<file path="src/rtl/lab4_pkg.sv">
// Shared types and default sizes for the lab 4 binary search block.
package lab4_pkg;

  localparam int unsigned BS_ADDR_W = 5;
  localparam int unsigned BS_DATA_W = 8;

  typedef enum logic [2:0] {
    IDLE = 3'd0,
    CALC = 3'd1,
    WAIT = 3'd2,
    CMP  = 3'd3,
    DONE = 3'd4
  } bs_state_t;

endpackage

</file>
<file path="src/rtl/bsearch_datapath.sv">
// Search-window registers (low/high/mid), captured target and compare flags.
module bsearch_datapath #(
  parameter int unsigned ADDR_W = 5,
  parameter int unsigned DATA_W = 8
) (
  input  logic              clk_i,
  input  logic              reset_ni,
  input  logic              load_i,
  input  logic              calc_i,
  input  logic              inc_i,
  input  logic              dec_i,
  input  logic [DATA_W-1:0] target_i,
  input  logic [DATA_W-1:0] rdata_i,
  output logic [ADDR_W:0]   mid_o,
  output logic              eq_o,
  output logic              lt_o,
  output logic              at_low_o,
  output logic              at_high_o
);

  // One spare bit so low+high and mid+1 never overflow.
  localparam logic [ADDR_W:0] TopAddr = {1'b0, {ADDR_W{1'b1}}};

  logic [ADDR_W:0]   low_q, low_d, high_q, high_d, mid_q, mid_d, sum;
  logic [DATA_W-1:0] target_q, target_d;

  always_comb begin
    sum      = low_q + high_q;
    low_d    = low_q;
    high_d   = high_q;
    mid_d    = mid_q;
    target_d = target_q;
    if (load_i) begin
      low_d    = '0;
      high_d   = TopAddr;
      target_d = target_i;
    end
    if (calc_i) mid_d = sum >> 1;
    if (inc_i)  low_d = mid_q + 1'b1;
    if (dec_i)  high_d = mid_q - 1'b1;
  end

  always_ff @(posedge clk_i) begin
    if (!reset_ni) begin
      low_q    <= '0;
      high_q   <= TopAddr;
      mid_q    <= '0;
      target_q <= '0;
    end else begin
      low_q    <= low_d;
      high_q   <= high_d;
      mid_q    <= mid_d;
      target_q <= target_d;
    end
  end

  assign mid_o     = mid_q;
  assign eq_o      = (rdata_i == target_q);
  assign lt_o      = (rdata_i < target_q);
  assign at_low_o  = (mid_q == low_q);
  assign at_high_o = (mid_q == high_q);

endmodule

</file>
<file path="src/rtl/binary_search_ctrl.sv">
// Binary search over a sorted synchronous RAM: control FSM, read-latency wait
// counter and result registers around bsearch_datapath.
module binary_search_ctrl
  import lab4_pkg::*;
#(
  parameter int unsigned ADDR_W  = BS_ADDR_W,
  parameter int unsigned DATA_W  = BS_DATA_W,
  parameter int unsigned RAM_LAT = 1
) (
  input  logic              clk,
  input  logic              reset_n,
  input  logic              start,
  input  logic [DATA_W-1:0] target,
  output logic [ADDR_W-1:0] ram_addr,
  input  logic [DATA_W-1:0] ram_rdata,
  output logic [ADDR_W-1:0] loc,
  output logic              found,
  output logic              done
);

  localparam int unsigned CntW = (RAM_LAT > 1) ? $clog2(RAM_LAT) : 1;
  localparam logic [CntW-1:0] CntLast = CntW'(RAM_LAT - 1);

  bs_state_t         state_q, state_d;
  logic [CntW-1:0]   cnt_q, cnt_d;
  logic [ADDR_W-1:0] loc_q, loc_d;
  logic              found_q, found_d, done_q, done_d;
  logic              load, calc, inc, dec;
  logic [ADDR_W:0]   mid;
  logic              eq, lt, at_low, at_high;

  bsearch_datapath #(
    .ADDR_W(ADDR_W),
    .DATA_W(DATA_W)
  ) u_datapath (
    .clk_i    (clk),
    .reset_ni (reset_n),
    .load_i   (load),
    .calc_i   (calc),
    .inc_i    (inc),
    .dec_i    (dec),
    .target_i (target),
    .rdata_i  (ram_rdata),
    .mid_o    (mid),
    .eq_o     (eq),
    .lt_o     (lt),
    .at_low_o (at_low),
    .at_high_o(at_high)
  );

  always_comb begin
    state_d = state_q;
    cnt_d   = cnt_q;
    loc_d   = loc_q;
    found_d = found_q;
    done_d  = done_q;
    load    = 1'b0;
    calc    = 1'b0;
    inc     = 1'b0;
    dec     = 1'b0;
    unique case (state_q)
      IDLE: begin
        if (start) begin
          load    = 1'b1;
          found_d = 1'b0;
          done_d  = 1'b0;
          state_d = CALC;
        end
      end
      CALC: begin
        calc    = 1'b1;
        cnt_d   = '0;
        state_d = WAIT;
      end
      WAIT: begin
        if (cnt_q == CntLast) state_d = CMP;
        else cnt_d = cnt_q + CntW'(1);
      end
      CMP: begin
        // Edge-of-window checks stop the search before low/high leave the array.
        if (eq) begin
          loc_d   = mid[ADDR_W-1:0];
          found_d = 1'b1;
          done_d  = 1'b1;
          state_d = DONE;
        end else if ((lt && at_high) || (!lt && at_low)) begin
          loc_d   = '0;
          found_d = 1'b0;
          done_d  = 1'b1;
          state_d = DONE;
        end else begin
          inc     = lt;
          dec     = !lt;
          state_d = CALC;
        end
      end
      DONE: begin
        if (!start) begin
          done_d  = 1'b0;
          state_d = IDLE;
        end
      end
      default: state_d = IDLE;
    endcase
  end

  always_ff @(posedge clk) begin
    if (!reset_n) begin
      state_q <= IDLE;
      cnt_q   <= '0;
      loc_q   <= '0;
      found_q <= 1'b0;
      done_q  <= 1'b0;
    end else begin
      state_q <= state_d;
      cnt_q   <= cnt_d;
      loc_q   <= loc_d;
      found_q <= found_d;
      done_q  <= done_d;
    end
  end

  assign ram_addr = mid[ADDR_W-1:0];
  assign loc      = loc_q;
  assign found    = found_q;
  assign done     = done_q;

endmodule

</file>
<file path="config.mk">
export PLATFORM = sky130hd
export DESIGN_NAME = binary_search_ctrl
export DESIGN_NICKNAME = d
export VERILOG_FILES = /design/src/rtl/lab4_pkg.sv /design/src/rtl/bsearch_datapath.sv /design/src/rtl/binary_search_ctrl.sv
export SDC_FILE = /design/constraint.sdc
export NUM_CORES = 1
export LEC_CHECK = 0
export CORE_MARGIN = 4
export CORE_UTILIZATION = 57
export CTS_CLUSTER_SIZE = 40
export DETAILED_ROUTE_END_ITERATION = 8
export GPL_ROUTABILITY_DRIVEN = 0
export PLACE_DENSITY = 0.82
export REMOVE_ABC_BUFFERS = 1
export SKIP_LAST_GASP = 1
export SYNTH_ARGS = -nofsm -noshare
export SYNTH_HDL_FRONTEND = slang
export SYNTH_SLANG_ARGS = --single-unit
</file>
<file path="constraint.sdc">
create_clock -name clk -period 4 [get_ports clk]
set_input_delay 0.8 -clock clk [delete_from_list [all_inputs] [get_ports clk]]
set_output_delay 0.8 -clock clk [all_outputs]
set_load 0.02 [all_outputs]
</file>
# Word level (Yosys, flattened, before mapping)

Cells that the tools add are included.

Flip-flop bits (word level): 36
Input port bits: 19
Output and inout bits: 12
Word-level logic and storage cells: 71

$add $sub $neg: 4
$lt $le $gt $ge: 1
Equality and inequality tests: 11
Mux-type cells: 31
Reductions and logical operators: 15

Operator list:

| operator              | count |
|---|---|
| $mux W6               | 4 |
| $mux W1               | 16 |
| $mux W3               | 5 |
| $pmux W3 S5           | 1 |
| $eq A5 B6 Y1          | 2 |
| $mux W5               | 2 |
| $reduce_bool A2 Y1    | 5 |
| $eq A8 B8 Y1          | 1 |
| $lt A8 B8 Y1          | 1 |
| $add A5 B1 Y6 const B | 1 |
| $add A6 B6 Y6         | 1 |
| $eq A3 B2 Y1 const B  | 2 |
| $ne A2 B2 Y1 const B  | 3 |
| $reduce_and A3 Y1     | 2 |
| $sub A5 B1 Y6 const B | 1 |
| $pmux W1 S2           | 2 |
| $reduce_and A4 Y1     | 1 |
| $eq A3 B1 Y1 const B  | 1 |
| $eq A3 B3 Y1 const B  | 1 |
| $logic_not A3 Y1      | 1 |
| $ne A3 B3 Y1 const B  | 1 |
| $pmux W1 S3           | 1 |
| $reduce_bool A3 Y1    | 1 |
| $logic_and A1 B1 Y1   | 2 |
| 4 further kinds       | 4 |

# Logic depth before layout (Yosys ltp)

Gate-level depths: netlist of run 1.

Depth in word-level cells: 8
Mapped depth: 9
Depth with buffers taken out: 8

# By module

From an unflattened synthesis of run 1, not the netlist that was laid out.

Cell total of the unflattened synthesis: 234
Area total of the unflattened synthesis: 2117.0 µm²

By module, submodules not included:

| module             | instances | cells each | area an instance (µm²) | seq. area each (µm²) |
|---|---|---|---|---|
| bsearch_datapath   | 1         | 180        | 1622.8                 | 500.5 |
| binary_search_ctrl | 1         | 54         | 494.2                  | 200.2 |

# Worst setup path before layout of run 1

No wires, ideal clock.

Path kind: input to register
Start: input port ram_rdata[1]
End: register u_datapath.low_q[0]
Library setup time: 0.059 ns
Arrival time: 2.333 ns
Required time: 3.941 ns
Path slack: 1.607 ns
Stages on the path: 8
Buffers on the path: 1
Cell sequence: ha_1 > nor2b_1 > o211ai_1 > a21oi_1 > nor4_1 > buf_2 > mux2i_1 > and2_1

Cells in the longest elaborated chain, start to end: 8
Elaborated cells between the ends (all ways): 11
Classes of those cells: order compare: 1; eq/ne: 1; mux: 4; reduce/logical: 5

Ends and longest elaborated chain:

| what                                                 | line                     | RTL |
|---|---|---|
| from (decl)                                          | binary_search_ctrl.sv:15 | `input logic [DATA_W-1:0] ram_rdata,` |
| $lt A8 B8 Y1                                         | bsearch_datapath.sv:59   | `assign lt_o = (rdata_i < target_q);` |
| $logic_not A1 Y1                                     | binary_search_ctrl.sv:86 | `end else if ((lt && at_high) \|\| (!lt && at_low)) begin` |
| $logic_and A1 B1 Y1                                  | binary_search_ctrl.sv:86 |  |
| $logic_or A1 B1 Y1                                   | binary_search_ctrl.sv:86 |  |
| $mux W1                                              | binary_search_ctrl.sv:86 |  |
| $mux W1 *                                            | binary_search_ctrl.sv:81 | `if (eq) begin` |
| $mux W1 *                                            | binary_search_ctrl.sv:61 | `unique case (state_q)` |
| $mux W6 / $reduce_bool A2 Y1 (equally long branches) | -                        |  |
| to (signal assigned)                                 | bsearch_datapath.sv:50   | `low_q <= low_d;` |
| to (decl)                                            | bsearch_datapath.sv:24   | `logic [ADDR_W:0] low_q, low_d, high_q, high_d, mid_q, mid_d, sum;` |

Mark *: on every way between the ends. The rest lies on a longest branch, timed or not.
A chain may end at the register's enable or synchronous reset.

# Worst setup path after layout of run 1

Start: input port ram_rdata[1]
End: register done_q, in the netlist done

Cells in the longest elaborated chain, start to end: 6
Elaborated cells between the ends (all ways): 10
Classes of those cells: order compare: 1; eq/ne: 2; mux: 2; reduce/logical: 5

Ends and longest elaborated chain:

| what                               | line                      | RTL |
|---|---|---|
| $lt A8 B8 Y1                       | bsearch_datapath.sv:59    |  |
| $logic_not A1 Y1                   | binary_search_ctrl.sv:86  |  |
| $logic_and A1 B1 Y1                | binary_search_ctrl.sv:86  |  |
| $logic_or A1 B1 Y1                 | binary_search_ctrl.sv:86  |  |
| $ne A3 B3 Y1 (no source line)      | -                         |  |
| $reduce_and A4 Y1 (no source line) | -                         |  |
| to (signal assigned)               | binary_search_ctrl.sv:119 | `done_q <= done_d;` |
| to (decl)                          | binary_search_ctrl.sv:27  | `logic found_q, found_d, done_q, done_d;` |

Several ways; a longest one is shown, not always the timed one.

==> run_summary.xml, run 1 <==
<?xml version="1.0" encoding="UTF-8"?>
<metrics>
  <group name="status">
    <metric name="run_status" unit="">completed</metric>
  </group>
  <group name="pwr">
    <metric name="total_power" unit="uW">766</metric>
    <metric name="p_per_area" unit="nW/um^2">318</metric>
    <metric name="leakagePower" unit="nW">0.944</metric>
    <metric name="max-vdd-ir-drop" unit="V">0.000147</metric>
  </group>
  <group name="die">
    <metric name="floorplan.core_area" unit="sq um">3420</metric>
    <metric name="placementRows" unit="">21</metric>
    <metric name="die-area" unit="sq um">4620</metric>
    <metric name="start_util" unit="%">60.1</metric>
    <metric name="num_io_pins" unit="">31</metric>
    <metric name="vertical_die_dimension" unit="microns">68</metric>
    <metric name="chipWidth" unit="microns">68</metric>
  </group>
  <group name="grt">
    <metric name="first_global_vias" unit="">1632</metric>
    <metric name="grtUsageTotal" unit="%">21.1</metric>
    <metric name="grt_start_max_net_pins" unit="">20</metric>
    <metric name="grt_pass1_wl" unit="mm">7.29</metric>
    <metric name="grt.overflow.total" unit="">0</metric>
    <metric name="number_of_antenna_violations_at_the_first_check_in_global_routing" unit="">0</metric>
  </group>
  <group name="detailed_routing">
    <metric name="wire_per_inst" unit="microns">13.1</metric>
    <metric name="wirelength" unit="mm">4.22</metric>
    <metric name="detail_route.vias_per_cell" unit="">5.39</metric>
    <metric name="drc" unit="">0</metric>
    <metric name="num_vias" unit="">1730</metric>
    <metric name="antenna_nets_post_route" unit="">0</metric>
    <metric name="detail_route.first_pass.iterations" unit="">4</metric>
    <metric name="first_iter_violations" unit="">75</metric>
  </group>
  <group name="sta">
    <metric name="max_slew_margin" unit="%">49.0</metric>
    <metric name="drv_slew" unit="">0</metric>
    <metric name="final_hold_viol_count" unit="">0</metric>
    <metric name="worst_clock_skew" unit="ps">11.4</metric>
    <metric name="rsz_0062_raised_after_global_routing" unit="">false</metric>
    <metric name="layout_worst_path_cycle_share" unit="%">67.1</metric>
    <metric name="post-route-min-period" unit="ps">2680</metric>
    <metric name="fmax" unit="MHz">373</metric>
    <metric name="setup_tns" unit="ps">0</metric>
    <metric name="tightest_slew" unit="ps">763</metric>
    <metric name="setup_viol" unit="">0</metric>
  </group>
  <group name="synth">
    <metric name="synth_top_area_share" unit="%">34.1</metric>
    <metric name="netlist_top_cells_area" unit="">sky130_fd_sc_hd__dfxtp_1, sky130_fd_sc_hd__ha_1, sky130_fd_sc_hd__nand2_1</metric>
    <metric name="yosys_register_bits" unit="">35</metric>
    <metric name="netlist_area" unit="sq um">2050</metric>
    <metric name="yosysWarnings" unit="">0</metric>
    <metric name="synth_cell_type_count" unit="">45</metric>
    <metric name="yosys.area_share.adder" unit="%">9.51</metric>
    <metric name="compound_cell_area_share_of_the_yosys_netlist" unit="%">16.5</metric>
    <metric name="main_combinational_cell_family_by_area_after_synthesis" unit="">simple AND/OR/NAND/NOR gates</metric>
    <metric name="share_of_synthesized_cell_area_in_and_or_nand_and_nor_gates" unit="%">21.5</metric>
    <metric name="synth.avg_cell_area" unit="sq um">8.24</metric>
    <metric name="synth_mux_area_share" unit="%">1.59</metric>
    <metric name="synth_ff_type" unit="">sky130_fd_sc_hd__dfxtp_1</metric>
    <metric name="synth_async_sr_flop_share" unit="%">0</metric>
    <metric name="parity_gate_share_of_the_synthesized_area_counting_xor_and_xnor_cells" unit="%">9.82</metric>
    <metric name="synth_area_leader_cell" unit="">sky130_fd_sc_hd__dfxtp_1</metric>
    <metric name="ys_seq_area_share" unit="%">34.1</metric>
    <metric name="post_synth_inst_count" unit="">249</metric>
    <metric name="ys_top_cells_by_count" unit="">sky130_fd_sc_hd__nand2_1, sky130_fd_sc_hd__dfxtp_1, sky130_fd_sc_hd__inv_1</metric>
    <metric name="synth_edf_count" unit="">0</metric>
    <metric name="yosysMostFrequentCell" unit="">sky130_fd_sc_hd__nand2_1</metric>
  </group>
  <group name="critical_path">
    <metric name="setup.worst_path.class" unit="">input pin to flop</metric>
    <metric name="critical_path.startpoint_type" unit="">input pin</metric>
    <metric name="critical_path_arrival" unit="ps">2930</metric>
    <metric name="critical_path_peak_fanout" unit="">12</metric>
    <metric name="cp_data_required_time" unit="ps">4250</metric>
    <metric name="critPathCaptureType" unit="">flop</metric>
  </group>
  <group name="placement">
    <metric name="numPlacedInstances" unit="">313</metric>
    <metric name="hpwlAfterDp" unit="mm">3.06</metric>
    <metric name="buffer_ports.inserted" unit="">30</metric>
  </group>
  <group name="layout">
    <metric name="number_of_antenna_diodes" unit="">0</metric>
    <metric name="fillCellCount" unit="">300</metric>
    <metric name="finalNetCount" unit="">308</metric>
    <metric name="multi_input_area" unit="sq um">1220</metric>
    <metric name="layout-drive-gt1-share" unit="%">5.45</metric>
    <metric name="instances_no_fill" unit="">321</metric>
    <metric name="area.sequential" unit="sq um">701</metric>
    <metric name="layout_area_growth_over_synthesis" unit="%">17.3</metric>
  </group>
  <group name="clocking">
    <metric name="clk-insertion-delay-late" unit="ps">350</metric>
    <metric name="cts_hold_repair.buffers" unit="">0</metric>
    <metric name="ctsRootBufferMaster" unit="">sky130_fd_sc_hd__clkbuf_4</metric>
    <metric name="cts.reportedPaths.clkPinSlew" unit="ps">110</metric>
    <metric name="clock_sinks" unit="">35</metric>
    <metric name="cts_post_setup_buffers_inserted" unit="">0</metric>
    <metric name="tritoncts.num_buffers" unit="">5</metric>
    <metric name="cts-root-to-sink-buffers" unit="">2</metric>
    <metric name="tritoncts" unit="">done</metric>
    <metric name="cts.htree.levels" unit="">2</metric>
    <metric name="post_cts_resized" unit="">0</metric>
  </group>
  <group name="job">
    <metric name="max-cap-violations" unit="">0</metric>
  </group>
  <group name="min_path">
    <metric name="timing.hold.worst.class" unit="">flop to flop</metric>
  </group>
</metrics>
layout make-up:
type	instances	area share, %
multi-input combinational	184	50.5
clock buffer	6	1.72
clock inverter	2	0.520
sequential	35	29.1
inverter	15	2.34
tap	46	2.39
timing repair buffer	33	13.4
per-layer routing:
layer	up-vias	part of all wire [%]	wire, microns	track usage, %
li1	889	-	-	-
met1	803	46	1940	26.7
met2	32	48	2050	34.9
met3	6	4.3	180	4.27
met4	0	1.2	50	8.19
met5	-	0	0	0
state kept, by name, indices dropped and copies added (netlist names):
| register | cells |
|---|---|
| u_datapath.mid_o | 5 |
| u_datapath.target_q | 8 |
| state_q | 3 |
| found | 1 |
| done | 1 |
| u_datapath.high_q | 6 |
| u_datapath.low_q | 6 |
| loc | 5 |
layout by cell type (no fill, tap or decap), types with 4 or more instances in the layout:
cell and count:
sky130_fd_sc_hd__a21boi_0 12, sky130_fd_sc_hd__dfxtp_1 35, sky130_fd_sc_hd__nand3b_1 6, sky130_fd_sc_hd__o21ai_0 13, sky130_fd_sc_hd__xnor2_1 14, sky130_fd_sc_hd__nand4_1 4, sky130_fd_sc_hd__and3b_1 4, sky130_fd_sc_hd__clkbuf_4 5
sky130_fd_sc_hd__inv_1 15, sky130_fd_sc_hd__and2_1 5, sky130_fd_sc_hd__a21oi_1 11, sky130_fd_sc_hd__ha_1 14, sky130_fd_sc_hd__nor2_1 10, sky130_fd_sc_hd__clkdlybuf4s50_1 30, sky130_fd_sc_hd__nand3_1 4, sky130_fd_sc_hd__xor2_1 9
sky130_fd_sc_hd__nand2_1 45
logic make-up after synthesis:
| kind of cell | after synthesis |
|---|---|
| AOI/OAI and AO/OA | 53 |
| xor gates and xnor gates | 23 |
| adders and majority gates | 15 |
| buffers and inverters | 30 |
| DFF | 35 |
| muxes | 3 |
| and+or+nand+nor | 90 |
critical path, stage by stage:
cell and delay, ps:
sky130_fd_sc_hd__clkdlybuf4s50_1 400, sky130_fd_sc_hd__ha_1 310, sky130_fd_sc_hd__nor2b_1 140, sky130_fd_sc_hd__o211ai_1 210
sky130_fd_sc_hd__a21oi_1 120, sky130_fd_sc_hd__nor4_1 290, sky130_fd_sc_hd__buf_4 220, sky130_fd_sc_hd__and2b_1 230
sky130_fd_sc_hd__a31o_1 220
through the flow:
stage	utilization [%]	instance area [sq um]	worst slack, ps	hold WS, ps
floorplan	-	1970	1010	443
finish	70.5	2410	1320	468
detailed placement	68.9	2350	960	457
global placement	68.9	2350	1020	448
global route	70.5	2410	1170	497
CTS	70.5	2410	1320	471
report_power, final:
part	leakage, nW	switching (mW)	internal (mW)
combinational	0.631	0.0882	0.0882
clock	0.0282	0.121	0.0677
sequential	0.285	0.0344	0.366
total	0.944	0.243	0.522
final timing paths:
| kind | start | slack, ps | to | cells past startpoint |
|---|---|---|---|---|
| hold / removal | loc[3]$_SDFFE_PN0P_ | 470 | loc[3]$_SDFFE_PN0P_ | 2 |
| hold reg to reg | loc[3]$_SDFFE_PN0P_ | 470 | loc[3]$_SDFFE_PN0P_ | 2 |
| setup reg to reg | u_datapath.target_q[1]$_SDFFE_PN0P_ | 1820 | u_datapath.high_q[5]$_SDFFE_PN0P_ | 8 |
| setup / recovery | ram_rdata[1] | 1320 | done$_SDFFE_PN0P_ | 9 |
Power figures use the tool's default switching activity.
==> run 2, diff against run 1 <==
--- a/config.mk
+++ b/config.mk
@@ -6,11 +6,11 @@
 export NUM_CORES = 1
 export LEC_CHECK = 0
 export CORE_MARGIN = 4
-export CORE_UTILIZATION = 57
+export CORE_UTILIZATION = 48
 export CTS_CLUSTER_SIZE = 40
 export DETAILED_ROUTE_END_ITERATION = 8
 export GPL_ROUTABILITY_DRIVEN = 0
-export PLACE_DENSITY = 0.82
+export PLACE_DENSITY = 0.73
 export REMOVE_ABC_BUFFERS = 1
 export SKIP_LAST_GASP = 1
 export SYNTH_ARGS = -nofsm -noshare
==> constraint.sdc (replaced) <==
create_clock -name clk -period 2.43 [get_ports clk]
set_input_delay 0.486 -clock clk [delete_from_list [all_inputs] [get_ports clk]]
set_output_delay 0.486 -clock clk [all_outputs]
set_load 0.02 [all_outputs]
==> run_summary.xml, run 2 (synthesis gave the netlist of run 1 again) <==
<?xml version="1.0" encoding="UTF-8"?>
<metrics>
  <group name="clocking">
    <metric name="cts-root-to-sink-buffers" unit="">2</metric>
    <metric name="clk-insertion-delay-late" unit="ps">290</metric>
    <metric name="cts.htree.levels" unit="">2</metric>
    <metric name="ctsRootBufferMaster" unit="">sky130_fd_sc_hd__clkbuf_8</metric>
    <metric name="tritoncts" unit="">done</metric>
    <metric name="cts.reportedPaths.clkPinSlew" unit="ps">70</metric>
    <metric name="tritoncts.num_buffers" unit="">5</metric>
    <metric name="clock_sinks" unit="">35</metric>
    <metric name="cts_hold_repair.buffers" unit="">0</metric>
  </group>
  <group name="min_path">
    <metric name="timing.hold.worst.class" unit="">flop to flop</metric>
  </group>
  <group name="sta">
    <metric name="max_slew_margin" unit="%">72.2</metric>
    <metric name="setup_viol" unit="">0</metric>
    <metric name="worst_clock_skew" unit="ps">9.58</metric>
    <metric name="fmax" unit="MHz">430</metric>
    <metric name="tightest_slew" unit="ps">416</metric>
    <metric name="drv_slew" unit="">0</metric>
    <metric name="post-route-min-period" unit="ps">2330</metric>
    <metric name="layout_worst_path_cycle_share" unit="%">95.7</metric>
    <metric name="final_hold_viol_count" unit="">0</metric>
  </group>
  <group name="placement">
    <metric name="numPlacedInstances" unit="">325</metric>
    <metric name="hpwlAfterDp" unit="mm">3.24</metric>
    <metric name="buffer_ports.inserted" unit="">30</metric>
  </group>
  <group name="grt">
    <metric name="grt.overflow.total" unit="">0</metric>
    <metric name="grtUsageTotal" unit="%">17.9</metric>
    <metric name="first_global_vias" unit="">1667</metric>
    <metric name="grt_start_max_net_pins" unit="">19</metric>
    <metric name="number_of_antenna_violations_at_the_first_check_in_global_routing" unit="">0</metric>
    <metric name="grt_pass1_wl" unit="mm">7.56</metric>
  </group>
  <group name="die">
    <metric name="start_util" unit="%">50.6</metric>
    <metric name="chipWidth" unit="microns">73.4</metric>
    <metric name="placementRows" unit="">23</metric>
    <metric name="floorplan.core_area" unit="sq um">4060</metric>
    <metric name="vertical_die_dimension" unit="microns">73.4</metric>
    <metric name="die-area" unit="sq um">5380</metric>
    <metric name="num_io_pins" unit="">31</metric>
  </group>
  <group name="layout">
    <metric name="number_of_antenna_diodes" unit="">0</metric>
    <metric name="instances_no_fill" unit="">333</metric>
    <metric name="largest_reg_flops" unit="">8</metric>
    <metric name="final_cell_mix" unit="">sky130_fd_sc_hd__nand2_1, sky130_fd_sc_hd__dfxtp_1, sky130_fd_sc_hd__clkdlybuf4s50_1, sky130_fd_sc_hd__inv_1</metric>
    <metric name="reg_top3" unit="">u_datapath.target_q x8, u_datapath.high_q x6, u_datapath.low_q x6</metric>
    <metric name="registers.top_by_ff_count" unit="">u_datapath.target_q</metric>
    <metric name="finalNetCount" unit="">316</metric>
    <metric name="layout_commonest_cell" unit="">sky130_fd_sc_hd__nand2_1</metric>
    <metric name="layout_area_growth_over_synthesis" unit="%">23.9</metric>
    <metric name="layout-drive-gt1-share" unit="%">8.83</metric>
  </group>
  <group name="detailed_routing">
    <metric name="detail_route.first_pass.iterations" unit="">4</metric>
    <metric name="wirelength" unit="mm">4.38</metric>
    <metric name="drc" unit="">0</metric>
    <metric name="num_vias" unit="">1731</metric>
    <metric name="first_iter_violations" unit="">100</metric>
    <metric name="detail_route.vias_per_cell" unit="">5.20</metric>
    <metric name="wire_per_inst" unit="microns">13.1</metric>
    <metric name="antenna_nets_post_route" unit="">0</metric>
  </group>
  <group name="pwr">
    <metric name="total_power" unit="mW">1.51</metric>
    <metric name="max-vdd-ir-drop" unit="V">0.000350</metric>
    <metric name="power.share.combinational" unit="%">21.1</metric>
    <metric name="seqPwrFrac" unit="%">43.1</metric>
    <metric name="power.switching_fraction" unit="%">27.6</metric>
    <metric name="netSwitchingPower" unit="uW">416</metric>
    <metric name="leakagePower" unit="nW">1.02</metric>
    <metric name="p_per_area" unit="nW/um^2">594</metric>
    <metric name="fraction_of_power_consumed_by_the_clock_network" unit="%">35.8</metric>
    <metric name="power.internal" unit="mW">1.09</metric>
  </group>
  <group name="critical_path">
    <metric name="critical_path_peak_fanout" unit="">3</metric>
    <metric name="critPathCaptureType" unit="">flop</metric>
    <metric name="setup.worst_path.class" unit="">input pin to flop</metric>
    <metric name="cp_data_required_time" unit="ps">2660</metric>
    <metric name="critical_path.startpoint_type" unit="">input pin</metric>
    <metric name="critical_path_arrival" unit="ps">2550</metric>
  </group>
  <group name="status">
    <metric name="run_status" unit="">completed</metric>
  </group>
  <group name="job">
    <metric name="max-cap-violations" unit="">0</metric>
  </group>
</metrics>
[run 2: cell types whose count changed in the layout (fill, tap and decap cells not counted), sizes merged]
cell	change
clkinvlp	-1
buf	+8
bufinv	+1
[run 2: timing repair]
item / in CTS / in global routing
setup endpoints to repair: 0 / 2
gates resized for setup: 0 / 1
setup buffers: 0 / 0
hold endpoints to repair: 0 / 0
[run 2: worst max-delay path, cell delays in order]
cell and delay (ps):
sky130_fd_sc_hd__clkdlybuf4s50_1 400, sky130_fd_sc_hd__ha_1 320, sky130_fd_sc_hd__nand2_1 60, sky130_fd_sc_hd__o21ai_1 250, sky130_fd_sc_hd__inv_1 90, sky130_fd_sc_hd__a211o_1 330, sky130_fd_sc_hd__or4_1 470, sky130_fd_sc_hd__a21boi_1 140
[run 2: power groups by stage]
stage,clock [mW],sequential (mW),combinational (mW)
2_1_floorplan,0,0.670,0.173
3_3_place_gp,0,0.664,0.310
3_5_place_dp,0,0.664,0.317
4_1_cts,0.554,0.651,0.320
5_1_grt,0.586,0.657,0.358
6_report,0.541,0.651,0.319
[run 2: worst paths after layout]
check,cells after the start,slack (ps),to,start
max,8,100,u_datapath.high_q[5]$_SDFFE_PN0P_,ram_rdata[7]
min,2,460,loc[1]$_SDFFE_PN0P_,loc[1]$_SDFFE_PN0P_
max reg2reg,8,330,u_datapath.high_q[5]$_SDFFE_PN0P_,u_datapath.target_q[7]$_SDFFE_PN0P_
min reg2reg,2,460,loc[1]$_SDFFE_PN0P_,loc[1]$_SDFFE_PN0P_
[run 2: through the flow]
step	TNS, ps	setup slack [ps]	cell area, sq um	utilization, %	hold slack (ps)
2_1_floorplan	-680	-247	1970	-	443
3_3_place_gp	-1130	-149	2420	59.6	450
3_5_place_dp	-1570	-161	2420	59.6	455
4_1_cts	0	124	2540	62.5	465
5_1_grt	-17.5	-17.5	2540	62.7	486
6_report	0	105	2540	62.7	459
[run 2: cell type report]
class | instances | area, sq um
fillers | 365 | 1520
multi-input cells | 184 | 1220
flip-flops and latches | 35 | 701
repair buffers | 41 | 383
clock buffers | 6 | 82.6
well taps | 50 | 62.6
inverters | 15 | 56.3
clock inverters | 2 | 35.0
[run 2: layer usage]
metal,global-route usage [%],vias up,share of wire [%]
li1,-,898,-
met1,22.7,795,49
met2,29.0,30,45
met3,4.92,8,4.7
met4,6.64,0,1.8
met5,0,-,0
==> run 3, diff against run 2 <==
--- a/config.mk
+++ b/config.mk
@@ -5,7 +5,7 @@
 export SDC_FILE = /design/constraint.sdc
 export NUM_CORES = 1
 export LEC_CHECK = 0
-export CORE_MARGIN = 4
+export ABC_AREA = 1
 export CORE_UTILIZATION = 48
 export CTS_CLUSTER_SIZE = 40
 export DETAILED_ROUTE_END_ITERATION = 8
==> run_summary.xml, run 3 <==
<?xml version="1.0" encoding="UTF-8"?>
<metrics>
  <group name="synth">
    <metric name="netlist_area" unit="sq um">2020</metric>
    <metric name="ys_top_cells_by_count" unit="">sky130_fd_sc_hd__nand2_1, sky130_fd_sc_hd__dfxtp_1, sky130_fd_sc_hd__a21oi_1, sky130_fd_sc_hd__inv_1, sky130_fd_sc_hd__nor2_1</metric>
    <metric name="synth_async_sr_flop_share" unit="%">0</metric>
    <metric name="synth_edf_count" unit="">0</metric>
    <metric name="synth_area_leader_cell" unit="">sky130_fd_sc_hd__dfxtp_1</metric>
    <metric name="yosysMostFrequentCell" unit="">sky130_fd_sc_hd__nand2_1</metric>
    <metric name="post_synth_inst_count" unit="">289</metric>
    <metric name="netlist_top_cells_area" unit="">sky130_fd_sc_hd__dfxtp_1, sky130_fd_sc_hd__nand2_1, sky130_fd_sc_hd__ha_1</metric>
    <metric name="ys_seq_area_share" unit="%">34.6</metric>
    <metric name="synth_cell_type_count" unit="">32</metric>
    <metric name="synth.avg_cell_area" unit="sq um">7.00</metric>
    <metric name="synth_ff_type" unit="">sky130_fd_sc_hd__dfxtp_1</metric>
    <metric name="synth_top_area_share" unit="%">34.6</metric>
    <metric name="yosysWarnings" unit="">0</metric>
    <metric name="yosys_register_bits" unit="">35</metric>
  </group>
  <group name="pwr">
    <metric name="max-vdd-ir-drop" unit="V">0.000393</metric>
    <metric name="leakagePower" unit="nW">1.11</metric>
    <metric name="total_power" unit="mW">1.50</metric>
    <metric name="p_per_area" unit="nW/um^2">599</metric>
  </group>
  <group name="detailed_routing">
    <metric name="num_vias" unit="">1830</metric>
    <metric name="wire_per_inst" unit="microns">11.5</metric>
    <metric name="wirelength" unit="mm">4.32</metric>
    <metric name="first_iter_violations" unit="">99</metric>
    <metric name="antenna_nets_post_route" unit="">0</metric>
    <metric name="detail_route.vias_per_cell" unit="">4.85</metric>
    <metric name="detail_route.first_pass.iterations" unit="">4</metric>
    <metric name="drc" unit="">0</metric>
  </group>
  <group name="die">
    <metric name="chipWidth" unit="microns">66.9</metric>
    <metric name="placementRows" unit="">23</metric>
    <metric name="start_util" unit="%">50.2</metric>
    <metric name="num_io_pins" unit="">31</metric>
    <metric name="floorplan.core_area" unit="sq um">4030</metric>
    <metric name="die-area" unit="sq um">4480</metric>
    <metric name="vertical_die_dimension" unit="microns">66.9</metric>
  </group>
  <group name="placement">
    <metric name="place_ws" unit="ps">123</metric>
    <metric name="buffer_ports.inserted" unit="">30</metric>
    <metric name="hpwlAfterDp" unit="mm">3.23</metric>
    <metric name="numPlacedInstances" unit="">369</metric>
    <metric name="placedInstanceArea" unit="sq um">2410</metric>
  </group>
  <group name="sta">
    <metric name="drv_slew" unit="">0</metric>
    <metric name="worst_clock_skew" unit="ps">4.65</metric>
    <metric name="rsz_0062_raised_after_global_routing" unit="">false</metric>
    <metric name="setup_viol" unit="">0</metric>
    <metric name="layout_worst_path_cycle_share" unit="%">82.4</metric>
    <metric name="fmax" unit="MHz">500</metric>
    <metric name="setup_tns" unit="ps">0</metric>
    <metric name="tightest_slew" unit="ps">558</metric>
    <metric name="post-route-min-period" unit="ps">2000</metric>
    <metric name="fin_worst_hold_slack" unit="ps">456</metric>
    <metric name="post-route-worst-setup-slack" unit="ps">428</metric>
    <metric name="max_slew_margin" unit="%">62.6</metric>
    <metric name="final_hold_viol_count" unit="">0</metric>
  </group>
  <group name="layout">
    <metric name="final_design_area_no_fill" unit="sq um">2510</metric>
    <metric name="largest_reg_flops" unit="">8</metric>
    <metric name="instances_no_fill" unit="">377</metric>
    <metric name="layout-drive-gt1-share" unit="%">9.79</metric>
    <metric name="fillCellCount" unit="">374</metric>
    <metric name="finalNetCount" unit="">360</metric>
    <metric name="registers.top_by_ff_count" unit="">u_datapath.target_q</metric>
    <metric name="final_cell_mix" unit="">sky130_fd_sc_hd__nand2_1, sky130_fd_sc_hd__dfxtp_1, sky130_fd_sc_hd__inv_1, sky130_fd_sc_hd__a21oi_1, sky130_fd_sc_hd__clkdlybuf4s50_1</metric>
    <metric name="finish.utilization" unit="%">62.3</metric>
    <metric name="layout_area_growth_over_synthesis" unit="%">24.0</metric>
    <metric name="layout_commonest_cell" unit="">sky130_fd_sc_hd__nand2_1</metric>
    <metric name="reg_top3" unit="">u_datapath.target_q x8, u_datapath.high_q x6, u_datapath.low_q x6</metric>
    <metric name="number_of_antenna_diodes" unit="">0</metric>
  </group>
  <group name="job">
    <metric name="max-cap-violations" unit="">0</metric>
  </group>
  <group name="critical_path">
    <metric name="worst_r2r_path_depth" unit="">10</metric>
    <metric name="cp_data_required_time" unit="ps">2610</metric>
    <metric name="critical_path_arrival" unit="ps">2180</metric>
    <metric name="critical_path_peak_fanout" unit="">8</metric>
    <metric name="setup.worst_path.class" unit="">input pin to flop</metric>
    <metric name="minimum_setup_slack_among_reg_to_reg_paths" unit="ps">670</metric>
    <metric name="critPathCaptureType" unit="">flop</metric>
    <metric name="timing.rr.end" unit="">u_datapath.mid_o[4]$_SDFFE_PN0N_</metric>
    <metric name="crit_path_start" unit="">ram_rdata[3]</metric>
    <metric name="critical_path.startpoint_type" unit="">input pin</metric>
    <metric name="reg2reg_from" unit="">u_datapath.high_q[2]$_SDFFE_PN1P_</metric>
  </group>
  <group name="grt">
    <metric name="number_of_antenna_violations_at_the_first_check_in_global_routing" unit="">0</metric>
    <metric name="first_global_vias" unit="">1691</metric>
    <metric name="grtUsageTotal" unit="%">22.6</metric>
    <metric name="grt_pass1_wl" unit="mm">7.57</metric>
    <metric name="grt.overflow.total" unit="">0</metric>
    <metric name="grt_start_max_net_pins" unit="">19</metric>
  </group>
  <group name="clocking">
    <metric name="cts_hold_repair.buffers" unit="">0</metric>
    <metric name="tritoncts" unit="">done</metric>
    <metric name="ctsRootBufferMaster" unit="">sky130_fd_sc_hd__clkbuf_8</metric>
    <metric name="cts.reportedPaths.clkPinSlew" unit="ps">70</metric>
    <metric name="clk-insertion-delay-late" unit="ps">290</metric>
    <metric name="clock_sinks" unit="">35</metric>
    <metric name="tritoncts.num_buffers" unit="">5</metric>
    <metric name="cts_post_setup_buffers_inserted" unit="">0</metric>
    <metric name="post_cts_resized" unit="">0</metric>
    <metric name="cts.htree.levels" unit="">2</metric>
    <metric name="cts-root-to-sink-buffers" unit="">2</metric>
  </group>
  <group name="min_path">
    <metric name="timing.hold.worst.class" unit="">flop to flop</metric>
    <metric name="min_path_cells" unit="">2</metric>
    <metric name="min_from" unit="">u_datapath.target_q[3]$_SDFFE_PN0P_</metric>
    <metric name="hold_end" unit="">u_datapath.target_q[3]$_SDFFE_PN0P_</metric>
  </group>
  <group name="status">
    <metric name="run_status" unit="">completed</metric>
  </group>
</metrics>
-- run 3: worst max-delay path by stage --
stage,depth (start not counted),slack (ps),endpoint
after global routing,12,230,u_datapath.high_q[2]$_SDFFE_PN1P_
final,12,430,u_datapath.high_q[2]$_SDFFE_PN1P_
after CTS,12,420,loc[2]$_SDFFE_PN0P_
after detailed placement,12,120,u_datapath.high_q[2]$_SDFFE_PN1P_
after global placement,12,140,loc[1]$_SDFFE_PN0P_
after floorplan,8,590,u_datapath.high_q[2]$_SDFFE_PN1P_
-- run 3: layer usage --
metal	share of wire (%)	up-vias	global-route usage (%)
met5	0	-	0
met4	1.2	0	8.24
met3	4.7	5	4.97
met2	45	37	36.1
met1	49	783	29.6
li1	-	1005	-
-- run 3: layout make-up --
| type | count | area, sq um | area share, % |
|---|---|---|---|
| sequential | 35 | 701 | 27.9 |
| inverter | 39 | 148 | 5.88 |
| clock buffer | 7 | 96.3 | 3.84 |
| tap | 50 | 62.6 | 2.49 |
| multi-input combinational | 209 | 1150 | 45.8 |
| timing repair buffer | 36 | 345 | 13.8 |
| clock inverter | 1 | 7.51 | 0.299 |
-- run 3: cell families (layout without fill, tap and decap cells) --
kind of cell             count (synthesis)  after routing  synth area share (%)
flip-flops                              35             35                  34.6
buffers and inverters                   45             83                  8.59
AND/OR/NAND/NOR                        129            129                  28.8
AO/OA/AOI/OAI                           59             59                  15.8
XOR/XNOR                                 6              6                  2.60
adder cells (fa/ha/maj)                 15             15                  9.64
-- run 3: power by group --
part / leakage [nW] / total [mW] / switching (mW) / internal [mW]
clock network: 0.0505 / 0.464 / 0.206 / 0.258
registers: 0.285 / 0.651 / 0.0405 / 0.611
logic: 0.778 / 0.388 / 0.227 / 0.161
total: 1.11 / 1.50 / 0.474 / 1.03
-- run 3: worst max-delay path, stage by stage --
cell and delay, ps:
sky130_fd_sc_hd__clkdlybuf4s50_1 400, sky130_fd_sc_hd__ha_1 310, sky130_fd_sc_hd__nand2_1 100, sky130_fd_sc_hd__inv_1 40, sky130_fd_sc_hd__nand2_1 50, sky130_fd_sc_hd__nand2_1 60, sky130_fd_sc_hd__nand2_1 140, sky130_fd_sc_hd__nand2_1 120
sky130_fd_sc_hd__nand3_4 130, sky130_fd_sc_hd__nand2_2 100, sky130_fd_sc_hd__o21ai_0 170, sky130_fd_sc_hd__nand2_1 70
